$ cat config.mk
export PLATFORM = sky130hd
export DESIGN_NAME = led_pattern_flat
export DESIGN_NICKNAME = d
export VERILOG_FILES = /design/src/rtl/led_pattern_pkg.sv /design/src/rtl/led_pattern_if.sv /design/src/rtl/led_channel.sv /design/src/rtl/led_pattern.sv /design/src/flat_wrapper.sv
export SDC_FILE = /design/constraint.sdc
export NUM_CORES = 1
export LEC_CHECK = 0
export BUFFER_PORTS_ARGS = -buffer_cell sky130_fd_sc_hd__buf_2
export CAP_MARGIN = 20
export CORE_ASPECT_RATIO = 0.6
export CORE_MARGIN = 2
export CORE_UTILIZATION = 55
export DETAILED_ROUTE_END_ITERATION = 12
export MAX_ROUTING_LAYER = met4
export PLACE_DENSITY = 0.75
export SLEW_MARGIN = 20
export SYNTH_ARGS = -nofsm -noshare
export SYNTH_HDL_FRONTEND = slang
export SYNTH_HIERARCHICAL = 1
export SYNTH_SLANG_ARGS = --single-unit
$ cat constraint.sdc
create_clock -name clock -period 3.25 [get_ports clock]
set_clock_uncertainty 0.1 [all_clocks]
set_input_delay 0.65 -clock clock [delete_from_list [all_inputs] [get_ports clock]]
set_output_delay 0.65 -clock clock [all_outputs]
set_load 0.01 [all_outputs]
$ cat src/rtl/led_pattern_pkg.sv
// Shared constants for the led_pattern LED driver.
//   MODE_*     : per-channel mode encodings carried on mode_i
//   HEART_MASK : heartbeat pattern, bit n is the LED level at phase n
package led_pattern_pkg;

  localparam logic [1:0] MODE_OFF   = 2'd0;
  localparam logic [1:0] MODE_ON    = 2'd1;
  localparam logic [1:0] MODE_BLINK = 2'd2;
  localparam logic [1:0] MODE_HEART = 2'd3;

  // Lit at phases 0 and 2 only: 10100000 over eight ticks.
  localparam logic [7:0] HEART_MASK = 8'b00000101;

  typedef logic [2:0] phase_t;

endpackage

$ cat src/rtl/led_pattern_if.sv
// Control/status bundle of the led_pattern driver.
//   mode_i : 2 bits per channel, channel k at [2k+1:2k]
//   duty_i : PWM_BITS per channel brightness (only used with LED_PATTERN_PWM_EN)
//   tick_o : one-cycle pulse per base tick
//   led_o  : registered active-high LED drive
// master drives modes/duties, slave (the driver) returns tick and LEDs.
interface led_pattern_if #(
  parameter int unsigned CHANNELS = 2,
  parameter int unsigned PWM_BITS = 4
);

  logic [2*CHANNELS-1:0]        mode_i;
  logic [PWM_BITS*CHANNELS-1:0] duty_i;
  logic                         tick_o;
  logic [CHANNELS-1:0]          led_o;

  modport master (
    output mode_i,
    output duty_i,
    input  tick_o,
    input  led_o
  );

  modport slave (
    input  mode_i,
    input  duty_i,
    output tick_o,
    output led_o
  );

endinterface

$ cat src/rtl/led_channel.sv
// One LED channel: mode shadow, 3-bit phase counter, pattern decode and
// (with LED_PATTERN_PWM_EN defined) the duty compare against the shared PWM count.
//   clock, reset_n : clock, async active-low reset
//   tick_i         : shared base tick
//   mode_i         : this channel's requested mode
//   duty_i         : brightness (PWM build only)
//   pwm_cnt_i      : shared free-running PWM count (PWM build only)
//   led_o          : registered LED drive
module led_channel
  import led_pattern_pkg::*;
`ifdef LED_PATTERN_PWM_EN
#(
  parameter int unsigned PWM_BITS = 4
)
`endif
(
  input  logic                clock,
  input  logic                reset_n,
  input  logic                tick_i,
  input  logic [1:0]          mode_i,
`ifdef LED_PATTERN_PWM_EN
  input  logic [PWM_BITS-1:0] duty_i,
  input  logic [PWM_BITS-1:0] pwm_cnt_i,
`endif
  output logic                led_o
);

  logic [1:0] mode_q;
  phase_t     phase_q, phase_d;
  logic       pattern;
  logic       led_q, led_d;

  // A mode change restarts the pattern and wins over a coincident tick.
  always_comb begin
    phase_d = phase_q;
    if (mode_i != mode_q) begin
      phase_d = '0;
    end else if (tick_i) begin
      phase_d = phase_q + 3'd1;
    end
  end

  always_comb begin
    pattern = 1'b0;
    unique case (mode_q)
      MODE_OFF:   pattern = 1'b0;
      MODE_ON:    pattern = 1'b1;
      MODE_BLINK: pattern = ~phase_q[0];
      MODE_HEART: pattern = HEART_MASK[phase_q];
    endcase
  end

`ifdef LED_PATTERN_PWM_EN
  assign led_d = pattern & (pwm_cnt_i < duty_i);
`else
  assign led_d = pattern;
`endif

  always_ff @(posedge clock or negedge reset_n) begin
    if (!reset_n) begin
      mode_q  <= MODE_OFF;
      phase_q <= '0;
      led_q   <= 1'b0;
    end else begin
      mode_q  <= mode_i;
      phase_q <= phase_d;
      led_q   <= led_d;
    end
  end

  assign led_o = led_q;

endmodule

$ cat src/rtl/led_pattern.sv
// Multi-channel LED indicator driver. A shared prescaler divides the clock by
// CYCLES to form the base tick; each channel runs off/on/blink/heartbeat.
// Optional feature macro: LED_PATTERN_PWM_EN adds a free-running PWM_BITS counter
// that dims lit channels by their duty value.
//   clock   : system clock, rising edge
//   reset_n : asynchronous active-low reset
//   bus_io  : led_pattern_if slave (mode_i, duty_i in; tick_o, led_o out)
module led_pattern
  import led_pattern_pkg::*;
#(
  parameter int unsigned CHANNELS = 2,
  parameter int unsigned CYCLES   = 6000000,
  parameter int unsigned PWM_BITS = 4
) (
  input  logic          clock,
  input  logic          reset_n,
  led_pattern_if.slave  bus_io
);

  localparam int unsigned    CntW   = $clog2(CYCLES);
  localparam logic [CntW-1:0] CntMax = CntW'(CYCLES - 1);

  logic [CntW-1:0]     cnt_q, cnt_d;
  logic                tick;
  logic [CHANNELS-1:0] led;

  // tick is decoded from the registered count, so async reset clears it at once.
  assign tick  = (cnt_q == CntMax);
  assign cnt_d = tick ? '0 : cnt_q + CntW'(1);

  always_ff @(posedge clock or negedge reset_n) begin
    if (!reset_n) begin
      cnt_q <= '0;
    end else begin
      cnt_q <= cnt_d;
    end
  end

`ifdef LED_PATTERN_PWM_EN
  logic [PWM_BITS-1:0] pwm_cnt_q;

  always_ff @(posedge clock or negedge reset_n) begin
    if (!reset_n) begin
      pwm_cnt_q <= '0;
    end else begin
      pwm_cnt_q <= pwm_cnt_q + PWM_BITS'(1);
    end
  end
`else
  localparam int unsigned DutyW = PWM_BITS * CHANNELS;
  logic [DutyW-1:0] unused_duty;
  assign unused_duty = bus_io.duty_i;
`endif

  for (genvar k = 0; k < CHANNELS; k++) begin : g_chan
`ifdef LED_PATTERN_PWM_EN
    led_channel #(
      .PWM_BITS (PWM_BITS)
    ) u_chan (
      .clock     (clock),
      .reset_n   (reset_n),
      .tick_i    (tick),
      .mode_i    (bus_io.mode_i[2*k +: 2]),
      .duty_i    (bus_io.duty_i[PWM_BITS*k +: PWM_BITS]),
      .pwm_cnt_i (pwm_cnt_q),
      .led_o     (led[k])
    );
`else
    led_channel u_chan (
      .clock   (clock),
      .reset_n (reset_n),
      .tick_i  (tick),
      .mode_i  (bus_io.mode_i[2*k +: 2]),
      .led_o   (led[k])
    );
`endif
  end

  assign bus_io.tick_o = tick;
  assign bus_io.led_o  = led;

endmodule
$ cat src/flat_wrapper.sv
// flat-port wrapper written by rule: the top's interface ports become plain ports
module led_pattern_flat import led_pattern_pkg::*;
#(
  parameter int unsigned CHANNELS = 2,
  parameter int unsigned CYCLES   = 6000000,
  parameter int unsigned PWM_BITS = 4
)
  (clock, reset_n, bus_io_mode_i, bus_io_duty_i, bus_io_tick_o, bus_io_led_o);
  led_pattern_if #(.CHANNELS(CHANNELS), .PWM_BITS(PWM_BITS)) bus_io_i ();
  input  logic clock;
  input  logic reset_n;
  input wire logic [$bits(bus_io_i.mode_i)-1:0] bus_io_mode_i;
  input wire logic [$bits(bus_io_i.duty_i)-1:0] bus_io_duty_i;
  output wire logic [$bits(bus_io_i.tick_o)-1:0] bus_io_tick_o;
  output wire logic [$bits(bus_io_i.led_o)-1:0] bus_io_led_o;
  assign bus_io_i.mode_i = bus_io_mode_i;
  assign bus_io_i.duty_i = bus_io_duty_i;
  assign bus_io_tick_o = bus_io_i.tick_o;
  assign bus_io_led_o = bus_io_i.led_o;
  led_pattern #(.CHANNELS(CHANNELS), .CYCLES(CYCLES), .PWM_BITS(PWM_BITS)) u_core (.clock(clock), .reset_n(reset_n), .bus_io(bus_io_i));
endmodule
==> flow_summary.toml <==
[critical_path]
rr_startpoint = "u_core/cnt_q[9]$_DFF_PN0_"
path_cells = "or4b_1 > or4_4 > nor4_4 > buf_2"
crit_family = "simple AND/OR/NAND/NOR gates"
cp_slowest_cell = "or4b_1"
critical_path_class = "reg2out"
rrSetupSlack_ns = 0.66
r2r_cells = 6
worstReg2RegEnd = "u_core/g_chan[0].u_chan/phase_q[2]$_DFFE_PN0P_"
crit_path_start = "u_core/cnt_q[9]$_DFF_PN0_"
cp-end-kind = "output pin"
timing.critical_path.from_type = "register"
critPathArrivalTime_ns = 2.21
max_stage_delay_ns = 0.54
path_buf_inv = 1
required_ns = 2.50
crit_fanout = 6

[cts]
numCtsBuffers = 5
cts.sinks = 35
cts_root_buf = "clkbuf_8"
h-tree-depth = 2
cts_tree = "built"
clockBufferDepth = 2
cts_hold_buf = 0
postCtsSetupRepairBufs = 0
cts_resized = 0
cts.clk_slew.worst_paths_ns = 0.07
clk-insertion-delay-late_ns = 0.28

[floorplan]
die_x_um = 76.1
rows = 15
die_y_um = 47.3
core_area_um2 = 2930
die_area_um2 = 3600
start_util_pct = 58.6
ioPinCount = 17

[logic_synthesis]
syn_inst = 156
synth-main-ff-cell = "dfrtp_1"
ys.warnings.count = 6
synth_top_cell_by_area = "dfrtp_1"
synthTopCellsByArea = "dfrtp_1 51%, xnor2_1 7.1%, nand3_1 4.1%"
yosysTopAreaCellShare_pct = 51.0
synth_nets = 173
yosysSeqAreaShare_pct = 51.0
postSynth.asyncResetShare_pct = 100
synth_cell_types = 39
ys_seq_elements = 35
synth_edf_count = 0
syn_area_um2 = 1720
synth_area_per_cell_um2 = 11.0

[pwr]
p_clk_share_pct = 40.3
powerDensity_nw_per_um2 = 417
ir_worst_vdd_uv = 319
p_sw_uw = 166
finalPower_uw = 778
p_int_uw = 612
switching_share_pct = 21.4
p_leak_uw = 0.000788
seq_power_share_pct = 56.8
combPwrFrac_pct = 3.0

[timing]
slew_violations = 0
setup_viol = 0
rsz0062_at_grt = "no"
hold_viol_final = 0
max_freq_mhz = 338
fin_crit_ns = 2.96
tns_ns = 0
worst_pin_slew_ns = 0.765
slew_headroom_pct = 49.0
worst_slack_ns = 0.291
timing.final.crit_share_pct = 91.1

[drt]
drt_iter0_drc = 173
drt-pass1-iter-count = 4
ant_nets = 0
viasPerCell = 5.86
vias = 1225
drt-total-wl_um = 3290
wl_per_cell_um = 15.7
post-route-drc-count = 0

[job]
drv_cap = 0

[cells_and_area]
syn_to_final_growth_pct = 8.67
drive_gt1_share_pct = 15.6
diodes = 0
final_nets = 184

[grt]
grt_pass1_wl_um = 5690
grt_start_max_net_pins = 36
grt_pass1_vias = 1145
antenna_found_initial = 0
grt_overflow = 0
track_usage_pct = 21.8

[hold_path]
hold_path.class = "in2async"

[run_status]
outcome = "finished, final reports clean"

[place]
routabilityCongestion = 0.928
dp_slack_ns = 0.628
port_buffers = 8
dp_hpwl_um = 2280
## layout by cell type (no fill, tap or decap), types with 2 or more instances in the layout
cell      count
a211oi_1      2
a211oi_2      2
a21bo_1       2
a21oi_1       4
a31oi_1       2
and3_1        4
buf_2         8
clkbuf_8      6
dfrtp_1      35
ha_1          3
mux2_2        2
mux2i_1       2
nand2_1       6
nand3_1      14
nand3b_1      2
nand4_1       8
nor2_1       17
nor3_1        5
nor4_1        2
or4_1         2
xnor2_1      14
xor2_1        8
## worst register-to-register path, cell delays in order (launching register included)
cell and delay (ns):
dfrtp_1 0.45, or4b_1 0.54, or4_4 0.52, nor4_4 0.24, buf_4 0.30, nand3b_1 0.13
a211oi_2 0.22
## sequential cells by signal, summed over array words and instances, names as in the netlist
| name | cells |
|---|---|
| u_core/g_chan.u_chan/led_o | 2 |
| u_core/g_chan.u_chan/mode_q | 4 |
| u_core/g_chan.u_chan/phase_q | 6 |
| u_core/cnt_q | 23 |
## power by group through the flow
| stage | clock network [uW] | registers [uW] | logic [uW] |
|---|---|---|---|
| floorplan | 0 | 450 | 7.51 |
| global placement | 0 | 450 | 22.7 |
| detailed placement | 0 | 450 | 23.7 |
| CTS | 323 | 442 | 23.9 |
| global route | 342 | 442 | 26.1 |
| finish | 313 | 442 | 23.1 |
## cell families (layout without fill, tap and decap cells)
logic type	Yosys count	after routing	share of synthesized area [%]
AOI/OAI and AO/OA	15	15	6.71
and+or+nand+nor	71	71	23.9
muxes	4	4	2.48
buffers and inverters	6	17	2.48
xor gates and xnor gates	22	22	11.2
adders and majority gates	3	3	2.19
DFF	35	35	51.0
## layer usage
layer / part of all wire, % / wire (um) / GRT usage, %
met2: 45 / 1490 / 31.8
met5: 0 / 0 / -
met4: 0 / 0 / 3.64
met1: 49 / 1630 / 30.0
met3: 5.3 / 174 / 7.50
## cells in the mapped netlist (3+ instances only)
cell type	n
nand2_1	6
a21oi_1	4
and3_1	4
nand4_1	8
nand3_1	14
dfrtp_1	35
xor2_1	8
nor2_1	17
xnor2_1	14
ha_1	3
nor3_1	5
## worst max path at each step
| stage | endpoint | cells past startpoint | slack (ns) |
|---|---|---|---|
| final | bus_io_tick_o | 4 | 0.29 |
| after global routing | bus_io_tick_o | 4 | 0.19 |
| after CTS | bus_io_tick_o | 4 | 0.28 |
| after detailed placement | bus_io_tick_o | 4 | 0.63 |
| after global placement | bus_io_tick_o | 4 | 0.62 |
| after floorplan | bus_io_tick_o | 5 | 0.60 |
## cell type report
type	count	area, um2
clock buffers	6	82.6
clock inverters	1	5.00
fillers	246	1060
inverters	1	3.75
multi-input cells	115	798
flip-flops and latches	35	876
well taps	42	52.6
repair buffers	9	47.5
## stage by stage
stage / area [um2] / hold slack [ns] / util (%) / instances
3_3_place_gp: 1780 / 0.363 / 60.7 / 202
6_report: 1870 / 0.339 / 63.7 / 209
5_1_grt: 1870 / 0.383 / 63.7 / 209
2_1_floorplan: 1720 / 0.254 / - / 156
3_5_place_dp: 1780 / 0.382 / 60.7 / 202
4_1_cts: 1870 / 0.360 / 63.7 / 209
Note: power is estimated with default switching activity, not from simulation.
